## src/rtl/alu_pkg.sv

```systemverilog
// Shared opcode map, FSM state encoding and status-flag layout for seq_alu.
// Combinational definitions only; no latency or backpressure of its own.
// Flag bit order is {V, C, N, Z} with Z in bit 0.
package alu_pkg;

    localparam int OP_ADD   = 0;
    localparam int OP_SHL   = 1;
    localparam int OP_SHR   = 2;
    localparam int OP_OR    = 3;
    localparam int OP_AND   = 4;
    localparam int OP_ADD5  = 5;
    localparam int OP_PASS  = 6;
    localparam int OP_ADD7  = 7;
    localparam int OP_ADD8  = 8;
    localparam int OP_SUB   = 9;
    localparam int OP_MUL   = 10;
    localparam int OP_XOR   = 11;

    localparam int FLAG_Z = 0;
    localparam int FLAG_N = 1;
    localparam int FLAG_C = 2;
    localparam int FLAG_V = 3;

    typedef enum logic [1:0] {
        IDLE = 2'd0,
        BUSY = 2'd1,
        DONE = 2'd2
    } state_t;

    typedef struct packed {
        logic v;
        logic c;
        logic n;
        logic z;
    } flags_t;

endpackage

```

## src/rtl/seq_alu_mul.sv

```systemverilog
// Iterative shift-add unsigned multiplier, one partial product per cycle.
// Latency: start loads at edge t, done is high after WIDTH further steps.
// No backpressure: a new start simply overwrites any operation in flight.
module seq_alu_mul #(
    parameter int WIDTH = 16
) (
    input  logic                 clk,
    input  logic                 rst,
    input  logic                 start,
    input  logic [WIDTH-1:0]     a,
    input  logic [WIDTH-1:0]     b,
    output logic                 done,
    output logic [2*WIDTH-1:0]   product
);

    localparam int CW = $clog2(WIDTH + 1);

    logic [2*WIDTH-1:0] acc;
    logic [2*WIDTH-1:0] mcand;
    logic [WIDTH-1:0]   mplier;
    logic [CW-1:0]      cnt;
    logic               running;

    assign done    = running && (cnt == '0);
    assign product = acc;

    always_ff @(posedge clk) begin
        if (rst) begin
            acc     <= '0;
            mcand   <= '0;
            mplier  <= '0;
            cnt     <= '0;
            running <= 1'b0;
        end else if (start) begin
            acc     <= '0;
            mcand   <= {{WIDTH{1'b0}}, a};
            mplier  <= b;
            cnt     <= CW'(WIDTH);
            running <= 1'b1;
        end else if (running) begin
            if (cnt != '0) begin
                if (mplier[0]) begin
                    acc <= acc + mcand;
                end
                mcand  <= mcand << 1;
                mplier <= mplier >> 1;
                cnt    <= cnt - 1'b1;
            end else begin
                // done was visible for one cycle; the parent has captured the product
                running <= 1'b0;
            end
        end
    end

endmodule

```

## src/rtl/seq_alu.sv

```systemverilog
// Handshaked ALU with registered result/flags; MUL only when SEQ_ALU_MUL_EN is defined.
// Latency: 1 cycle for all ops, WIDTH+1 cycles for MUL (accept to out_valid).
// Backpressure: result held while out_ready=0; in_ready follows out_ready in DONE.
module seq_alu
    import alu_pkg::*;
#(
    parameter int WIDTH = 16,
    parameter int SEL_W = 4
) (
    input  logic              clk,
    input  logic              rst,
    input  logic              in_valid,
    output logic              in_ready,
    input  logic [SEL_W-1:0]  ALUselect,
    input  logic [WIDTH-1:0]  ALUin1,
    input  logic [WIDTH-1:0]  ALUin2,
    output logic              out_valid,
    input  logic              out_ready,
    output logic [WIDTH-1:0]  ALUout,
    output logic [3:0]        flags
);

    state_t             state;
    state_t             state_nxt;
    logic               accept;
    logic               is_mul;
    logic               mul_done;
    logic [WIDTH-1:0]   mul_res;
    flags_t             mul_flg;

    logic [WIDTH:0]     sum;
    logic [WIDTH:0]     diff;
    logic [WIDTH-1:0]   res_c;
    logic               carry;
    logic               ovf;
    flags_t             flg_c;
    flags_t             flags_q;

    assign accept = in_valid && in_ready;
    assign flags  = flags_q;

    // single-cycle datapath; carry/borrow taken from bit WIDTH of a WIDTH+1 wide op
    always_comb begin
        sum   = {1'b0, ALUin1} + {1'b0, ALUin2};
        diff  = {1'b0, ALUin1} - {1'b0, ALUin2};
        res_c = '0;
        carry = 1'b0;
        ovf   = 1'b0;
        case (ALUselect)
            SEL_W'(OP_ADD), SEL_W'(OP_ADD5), SEL_W'(OP_ADD7), SEL_W'(OP_ADD8): begin
                res_c = sum[WIDTH-1:0];
                carry = sum[WIDTH];
                ovf   = (ALUin1[WIDTH-1] == ALUin2[WIDTH-1]) &&
                        (sum[WIDTH-1] != ALUin1[WIDTH-1]);
            end
            SEL_W'(OP_SUB): begin
                res_c = diff[WIDTH-1:0];
                carry = diff[WIDTH];
                ovf   = (ALUin1[WIDTH-1] != ALUin2[WIDTH-1]) &&
                        (diff[WIDTH-1] != ALUin1[WIDTH-1]);
            end
            // shift by the full B value: amounts >= WIDTH shift everything out
            SEL_W'(OP_SHL):  res_c = ALUin1 << ALUin2;
            SEL_W'(OP_SHR):  res_c = ALUin1 >> ALUin2;
            SEL_W'(OP_OR):   res_c = ALUin1 | ALUin2;
            SEL_W'(OP_AND):  res_c = ALUin1 & ALUin2;
            SEL_W'(OP_PASS): res_c = ALUin2;
            SEL_W'(OP_XOR):  res_c = ALUin1 ^ ALUin2;
            default:         res_c = '0;
        endcase
        flg_c.v = ovf;
        flg_c.c = carry;
        flg_c.n = res_c[WIDTH-1];
        flg_c.z = (res_c == '0);
    end

`ifdef SEQ_ALU_MUL_EN
    logic [2*WIDTH-1:0] product;
    logic               mul_start;
    logic               mul_hi;

    assign is_mul    = (ALUselect == SEL_W'(OP_MUL));
    assign mul_start = accept && is_mul;

    seq_alu_mul #(
        .WIDTH   (WIDTH)
    ) u_mul (
        .clk     (clk),
        .rst     (rst),
        .start   (mul_start),
        .a       (ALUin1),
        .b       (ALUin2),
        .done    (mul_done),
        .product (product)
    );

    assign mul_res   = product[WIDTH-1:0];
    assign mul_hi    = (product[2*WIDTH-1:WIDTH] != '0);
    assign mul_flg.v = mul_hi;
    assign mul_flg.c = mul_hi;
    assign mul_flg.n = mul_res[WIDTH-1];
    assign mul_flg.z = (mul_res == '0);
`else
    // opcode 10 falls through to the zero-result default of the datapath
    assign is_mul   = 1'b0;
    assign mul_done = 1'b0;
    assign mul_res  = '0;
    assign mul_flg  = '0;
`endif

    always_comb begin
        state_nxt = state;
        in_ready  = 1'b0;
        out_valid = 1'b0;
        case (state)
            IDLE: begin
                in_ready = 1'b1;
                if (in_valid) begin
                    state_nxt = is_mul ? BUSY : DONE;
                end
            end
            BUSY: begin
                if (mul_done) begin
                    state_nxt = DONE;
                end
            end
            DONE: begin
                out_valid = 1'b1;
                in_ready  = out_ready;
                if (out_ready) begin
                    if (in_valid) begin
                        state_nxt = is_mul ? BUSY : DONE;
                    end else begin
                        state_nxt = IDLE;
                    end
                end
            end
            default: state_nxt = IDLE;
        endcase
    end

    always_ff @(posedge clk) begin
        if (rst) begin
            state   <= IDLE;
            ALUout  <= '0;
            flags_q <= '0;
        end else begin
            state <= state_nxt;
            if (accept && !is_mul) begin
                ALUout  <= res_c;
                flags_q <= flg_c;
            end else if (mul_done) begin
                ALUout  <= mul_res;
                flags_q <= mul_flg;
            end
        end
    end

endmodule

```

## config.mk

```make
export PLATFORM = sky130hd
export DESIGN_NAME = seq_alu
export DESIGN_NICKNAME = d
export VERILOG_FILES = /design/src/rtl/alu_pkg.sv /design/src/rtl/seq_alu_mul.sv /design/src/rtl/seq_alu.sv
export SDC_FILE = /design/constraint.sdc
export NUM_CORES = 1
export LEC_CHECK = 0
export CORE_UTILIZATION = 55
export CTS_BUF_LIST = sky130_fd_sc_hd__clkbuf_2
export CTS_CLUSTER_DIAMETER = 150
export DETAILED_ROUTE_END_ITERATION = 8
export PLACE_DENSITY = 0.78
export SLEW_MARGIN = 10
export SYNTH_ARGS = -nofsm -noshare
export SYNTH_HDL_FRONTEND = slang
export SYNTH_SLANG_ARGS = --single-unit
```

## constraint.sdc

```tcl
create_clock -name clk -period 10.7 [get_ports clk]
set_clock_uncertainty 0.15 [all_clocks]
set_input_delay 2.14 -clock clk [delete_from_list [all_inputs] [get_ports clk]]
set_output_delay 2.14 -clock clk [all_outputs]
set_load 0.02 [all_outputs]
```

==> results by group, run 1 <==
STA
  • RSZ-0062 raised after global routing: no
  • FMAX: 173.1 MHz
  • Max-slew headroom: 0.1977
  • Hold Slack: 0.3177 ns
  • Setup tns final: 0 ns
  • Fin crit period: 5.778 ns
  • Hold Fails Final Rpt: 0
  • Slew @ Worst Pin: 1.201 ns
  • Final Cycle Share: 0.5400
  • Final Max Slew Viols: 0
  • Final setup viols: 0

Clock tree
  • # Post-CTS Setup Buffers: 0
  • Num Clock Sinks: 20
  • Cts-stage hold buffer count: 0
  • Maximum clock path buffer count: 2
  • Root Buffer: clkbuf_2
  • CTS clk-pin slew, worst paths: 0.16 ns
  • H-tree levels: 1
  • TritonCTS clock tree: done
  • Clock Latency Late Sink: 0.31 ns
  • Cts repair resizes: 0
  • CTS buffer count: 3

Placed design
  • Port Buffers: 61
  • Routability cong.: 1.008
  • DP HPWL: 13830 microns

Critical path
  • Worst path cell trace: clkdlybuf4s50_1, clkinv_1, ha_1, inv_1, o311ai_1, a211oi_1, o31ai_1, a21oi_1, nor2_1, mux2_1, o211ai_1, a21oi_1
  • Crit-path max FO: 15
  • R2r startpoint: state[1]$_SDFFE_PP0P_
  • Worst Path Required: 10.74 ns
  • Most Frequent Cell on Critical Path: a21oi_1
  • Crit path DAT: 5.82 ns
  • Worst setup path start: ALUin2[3]
  • Crit. End Element: flip-flop
  • R2r setup slk: 8.64 ns
  • CP Class: in -> reg
  • CP max-delay cell: clkdlybuf4s50_1
  • Critical path startpoint category: primary input
  • Worst path max stage delay: 0.80 ns

Detailed routing
  • Post-route DRC: 0
  • Via Count: 5643
  • DRT iter0 DRCs: 326
  • Post-DR vias/cell: 6.686
  • Wire per inst: 21.02 microns
  • First drt pass iteration count: 5
  • Detailed Route WL: 17740 microns
  • Final ANT Viol Nets: 0

Finish
  • N_diodes: 0
  • Area grow syn2layout: 6.711%
  • Register area: 400.4 sq um
  • Nets: 809
  • Fin util: 0.6058
  • Share of cells above drive strength 1: 0.1153
  • Multi-input gate area: 4552 sq um
  • Final-layout fill cell count: 947

GRT
  • GRT Residual Overflow: 0
  • Total Routing Usage GR: 0.3391
  • Initial antenna violation count: 0
  • Vias in the first global route: 5381
  • Largest net degree at the start of global routing: 52
  • First-pass GRT wire length: 27630 microns

Synthesis
  • Synth async-reset ratio: 0
  • Syn_area_per_cell: 7.997 sq um
  • Synth Cell Area: 5574 sq um
  • Sequential element share of the synthesized area: 0.07183
  • Cell taking the most area after synthesis: ha_1
  • Post-synth EDFFs: 0
  • Synthesized instance count: 697
  • Netlist cell types: 101
  • Top-count cell post-synth: nor2_1
  • Complex-gate fraction of the synthesized area: 0.2831
  • Largest family of logic cells by synthesized area: compound AO/OA/AOI/OAI gates
  • Post-Synth Simple-Gate Area: 0.2215
  • Post-synth top area share: 0.1235
  • Post-synthesis adder-cell area fraction: 0.1306
  • FF+latch count, synth: 20
  • Most common library cells after synthesis: 70 x nor2_1, 61 x a21oi_1, 55 x ha_1, 50 x nand2_1, 42 x inv_1
  • Synth Area in XOR/XNOR: 0.01257
  • Yosys warns: 0
  • Prevailing post-synth register cell: dfxtp_1
  • Syn Nets: 794
  • Top cells by area, synth: ha_1 12%, mux4_2 7.3%, dfxtp_1 7.2%, mux2i_1 6.1%, a21oi_1 5.5%
  • Mux contribution to synthesized area: 0.1688

Floorplanning
  • Core outline area: 9819 sq um
  • Ports: 62
  • Row Count: 36
  • Die footprint: 10540 sq um
  • Initial Utilization: 0.5677
  • Die H: 102.7 microns
  • Die width: 102.7 microns

Power
  • PwrDens: 64.26 nW/um^2
  • Maximum vdd drop: 0.00003685 V
  • Leakage: 2.395 nW

Min path
  • Hold Crit Class: reg -> reg
  • Worst Hold Launch: flags[3]$_SDFFE_PP0P_

Run status
  • Status: completed

Job
  • Max Cap Violations: 0
[through the flow]
step / worst slack, ns / cells / area (sq um) / total power, mW
global route: 4.698 / 844 / 5948 / 0.4079
CTS: 4.955 / 844 / 5948 / 0.3780
floorplan: 5.820 / 697 / 5574 / 0.2769
detailed placement: 4.609 / 840 / 5929 / 0.3481
global placement: 4.726 / 840 / 5929 / 0.3422
finish: 4.922 / 844 / 5948 / 0.3823
[layer usage]
metal,track usage,routed length [microns],up-vias
met3,0.05356,1493,69
met5,0,0,-
met4,0.1813,829,0
met2,0.5605,8197,293
met1,0.4233,7217,2643
li1,-,-,2638
[sequential cells by signal, summed over array words and instances, names as in the netlist]
signal,cells
ALUout,16
flags,3
state,1
[worst paths after layout]
check | endpoint | cells past startpoint
hold reg to reg | flags[3]$_SDFFE_PP0P_ | 2
setup reg to reg | flags[0]$_SDFFE_PP0P_ | 7
setup / recovery | flags[3]$_SDFFE_PP0P_ | 12
hold / removal | flags[3]$_SDFFE_PP0P_ | 2
[power by group]
| group | leakage (nW) | switching [mW] | internal, mW |
|---|---|---|---|
| Combinational | 2.22 | 0.158 | 0.111 |
| Clock | 0.0140 | 0.0215 | 0.00812 |
| Sequential | 0.165 | 0.00290 | 0.0806 |
[final cells by class]
cell class | count | area share
inverters | 44 | 0.02777
repair buffers | 67 | 0.1085
flip-flops and latches | 20 | 0.06731
clock buffers | 3 | 0.002524
well taps | 133 | 0.02798
clock inverters | 1 | 0.0006310
multi-input cells | 576 | 0.7653
[critical path: cells and delay by family]
family,cells,cell delay [ns]
fa+ha+maj,1,0.46
mux,1,0.30
buf+inv,3,1.35
compound gates,6,1.46
simple gates,1,0.10
[placed cells by master, fill, tap and decap left out, types with 5 or more instances in the layout]
cell	instances
nand2_1	50
o21a_1	5
mux4_2	18
nor3b_1	5
mux2i_1	34
o31ai_1	8
and2_1	5
a21oi_1	61
nand3_1	8
nor2b_1	6
mux2_2	10
o2111ai_1	5
nand2b_1	12
ha_1	55
or3_1	5
nor2_1	70
a211oi_1	17
o211ai_1	7
mux2_1	5
o21ai_1	7
o22ai_1	18
o21ai_0	23
buf_4	6
xor2_1	5
a221oi_1	6
dfxtp_1	20
nor3_1	23
inv_1	42
clkdlybuf4s50_1	59
[kinds of logic (layout without fill, tap and decap cells)]
| group | count (synthesis) | after routing |
|---|---|---|
| and+or+nand+nor | 226 | 226 |
| DFF | 20 | 20 |
| AOI/OAI and AO/OA | 217 | 217 |
| muxes | 68 | 68 |
| buffers and inverters | 101 | 115 |
| adders and majority gates | 57 | 57 |
| xor gates and xnor gates | 8 | 8 |
(Power assumes the default switching activity.)
==> inputs of run 2 (changes only) <==
--- a/config.mk
+++ b/config.mk
@@ -5,11 +5,11 @@
 export SDC_FILE = /design/constraint.sdc
 export NUM_CORES = 1
 export LEC_CHECK = 0
-export CORE_UTILIZATION = 55
+export CORE_UTILIZATION = 54
 export CTS_BUF_LIST = sky130_fd_sc_hd__clkbuf_2
 export CTS_CLUSTER_DIAMETER = 150
 export DETAILED_ROUTE_END_ITERATION = 8
-export PLACE_DENSITY = 0.78
+export PLACE_DENSITY = 0.8
 export SLEW_MARGIN = 10
 export SYNTH_ARGS = -nofsm -noshare
 export SYNTH_HDL_FRONTEND = slang
==> constraint.sdc (replaced) <==
create_clock -name clk -period 5.2 [get_ports clk]
set_clock_uncertainty 0.15 [all_clocks]
set_input_delay 1.04 -clock clk [delete_from_list [all_inputs] [get_ports clk]]
set_output_delay 1.04 -clock clk [all_outputs]
set_load 0.02 [all_outputs]
==> run 2 against run 1 <==
Count of clock-buffer cells in the layout is the same; first-iteration DRC count up 15%; combinational power increased by 110%; global-route usage shrank 1.6 points; register-to-register slack got worse by 5.4 ns; clock power grew 90%; design area increased by 2.1%; sequential power is 110% higher; sequential cell count unchanged; final cell count increased by 1.9%; utilization is 0.70 points higher.
==> results by group, run 2 (synthesis gave the netlist of run 1 again) <==
Clock tree
  • # Post-CTS Setup Buffers: 0 (unchanged)
  • Maximum clock path buffer count: 2 (unchanged)
  • CTS clk-pin slew, worst paths: 0.16 ns (about the same)
  • Num Clock Sinks: 20 (unchanged)
  • Clock Latency Late Sink: 0.29 ns (was 0.31 ns)
  • Cts-stage hold buffer count: 0 (unchanged)
  • Root Buffer: clkbuf_2 (unchanged)
  • CTS buffer count: 3 (unchanged)
  • H-tree levels: 1 (unchanged)
  • TritonCTS clock tree: done (unchanged)
  • Cts repair resizes: 0 (unchanged)

Finish
  • Area grow syn2layout: 8.934% (was 6.711%)
  • Share of cells above drive strength 1: 0.1362 (was 0.1153)
  • Nets: 826 (was 809)
  • Register bank with the most flops: ALUout (unchanged)
  • Max reg flops: 16 (unchanged)
  • Commonest non-fill, non-tap cell in the layout: nor2_1 (unchanged)
  • N_diodes: 0 (unchanged)
  • Most frequent cells in the layout: 70 x nor2_1, 61 x a21oi_1, 59 x clkdlybuf4s50_1 (unchanged)
  • Post-route cell area: 6072 sq um (was 5948 sq um)

Detailed routing
  • Detailed Route WL: 17740 microns (about the same)
  • Via Count: 5793 (was 5643)
  • DRT iter0 DRCs: 374 (was 326)
  • Post-DR vias/cell: 6.736 (was 6.686)
  • Post-route DRC: 0 (unchanged)
  • Wire per inst: 20.63 microns (was 21.02 microns)
  • Final ANT Viol Nets: 0 (unchanged)
  • First drt pass iteration count: 5 (unchanged)

Power
  • Switching pwr: 377.2 uW (was 182.4 uW)
  • Leakage: 2.475 nW (was 2.395 nW)
  • PwrDens: 130.9 nW/um^2 (was 64.26 nW/um^2)
  • Maximum vdd drop: 0.00008346 V (was 0.00003685 V)
  • Sw frac: 0.4745 (was 0.4771)
  • Comb power frac: 0.713 (was 0.704)
  • Sequential fraction of design power: 0.216 (was 0.218)
  • Clk network pwr share: 0.071 (was 0.078)
  • Int Power: 417.9 uW (was 199.9 uW)

Floorplanning
  • Core outline area: 9910 sq um (was 9819 sq um)
  • Initial Utilization: 0.5625 (was 0.5677)
  • Row Count: 36 (unchanged)
  • Die width: 103.6 microns (was 102.7 microns)
  • Die H: 103.6 microns (was 102.7 microns)
  • Ports: 62 (unchanged)
  • Die footprint: 10730 sq um (was 10540 sq um)

STA
  • Final setup viols: 0 (unchanged)
  • FMAX: 228.4 MHz
  • Final Cycle Share: 0.8420
  • Hold Fails Final Rpt: 0 (unchanged)
  • Final Max Slew Viols: 0 (unchanged)
  • RSZ-0062 raised after global routing: no (unchanged)
  • Slew @ Worst Pin: 0.9294 ns (was 1.201 ns)
  • Setup tns final: 0 ns (unchanged)
  • Max-slew headroom: 0.3804 (was 0.1977)
  • Fin crit period: 4.378 ns

GRT
  • First-pass GRT wire length: 28240 microns (was 27630 microns)
  • Initial antenna violation count: 1 (was 0)
  • Vias in the first global route: 5370 (was 5381)
  • Total Routing Usage GR: 0.3235 (was 0.3391)
  • Largest net degree at the start of global routing: 47 (was 52)
  • GRT Residual Overflow: 0 (unchanged)

Min path
  • Hold Crit Class: reg -> reg (unchanged)

Placed design
  • Port Buffers: 61 (unchanged)
  • Routability cong.: 1.001 (was 1.008)
  • DP HPWL: 13780 microns (was 13830 microns)
  • DP Area: 6057 sq um (was 5929 sq um)

Critical path
  • Crit-path max FO: 12 (was 15)
  • Worst Path Required: 5.28 ns (was 10.74 ns)
  • Crit. End Element: flip-flop (unchanged)
  • Critical path startpoint category: primary input (unchanged)
  • CP Class: in -> reg (unchanged)
  • Crit path DAT: 4.46 ns (was 5.82 ns)

Run status
  • Status: completed (unchanged)

Job
  • Max Cap Violations: 0 (unchanged)
## run 2: changes by cell type in the layout (fill, tap and decap cells not counted)
cell      change
clkinv_1      -1
buf_4        +17
## run 2: stage by stage
| stage | total power, mW | hold slack (ns) | std cells | util | worst slack, ns |
|---|---|---|---|---|---|
| 6_report | 0.7951 | 0.3140 | 860 | 0.6128 | 0.8215 |
| 5_1_grt | 0.8498 | 0.3456 | 860 | 0.6128 | 0.6515 |
| 4_1_cts | 0.7841 | 0.3186 | 860 | 0.6128 | 0.9144 |
| 3_5_place_dp | 0.7267 | 0.2986 | 857 | 0.6112 | 0.5990 |
| 3_3_place_gp | 0.7155 | 0.2934 | 857 | 0.6112 | 0.6645 |
| 2_1_floorplan | 0.5697 | 0.3804 | 697 | - | 1.420 |
## run 2: power by group through the flow
stage | registers (mW) | logic [mW] | clock network, mW
after floorplan | 0.190 | 0.379 | 0
after global placement | 0.175 | 0.541 | 0
after detailed placement | 0.175 | 0.551 | 0
after CTS | 0.172 | 0.554 | 0.0582
after global routing | 0.174 | 0.609 | 0.0669
final | 0.172 | 0.567 | 0.0561
## run 2: final timing paths
check | to | slack (ns) | depth (start not counted) | start
worst min-delay path | ALUout[0]$_SDFFE_PP0P_ | 0.31 | 2 | ALUout[0]$_SDFFE_PP0P_
worst min register to register | ALUout[0]$_SDFFE_PP0P_ | 0.31 | 2 | ALUout[0]$_SDFFE_PP0P_
worst max-delay path | flags[3]$_SDFFE_PP0P_ | 0.82 | 12 | ALUin1[3]
worst max register to register | flags[0]$_SDFFE_PP0P_ | 3.25 | 7 | state[1]$_SDFFE_PP0P_
## run 2: cell type report
| class | count | area (sq um) |
|---|---|---|
| Multi-Input combinational cell | 576 | 4552 |
| Inverter | 44 | 165.2 |
| Clock buffer | 3 | 15.01 |
| Sequential cell | 20 | 400.4 |
| Fill cell | 930 | 3837 |
| Timing Repair Buffer | 84 | 773.2 |
| Tap cell | 133 | 166.4 |
## run 2: critical path: stages
cell,delay (ns)
clkdlybuf4s50_1,0.74
inv_1,0.09
ha_1,0.39
and2_4,0.21
a221oi_4,0.33
a21oi_2,0.16
nor4b_2,0.35
o31ai_2,0.19
a2111oi_2,0.45
mux2_1,0.22
o211ai_1,0.09
a21oi_1,0.17
## run 2: routing by layer
| layer | global-route usage | vias to the layer above | share of wire |
|---|---|---|---|
| met4 | 0.1211 | 0 | 0.037 |
| met5 | 0 | - | 0 |
| met2 | 0.5369 | 319 | 0.46 |
| met3 | 0.03272 | 59 | 0.084 |
| li1 | - | 2671 | - |
| met1 | 0.4321 | 2744 | 0.42 |
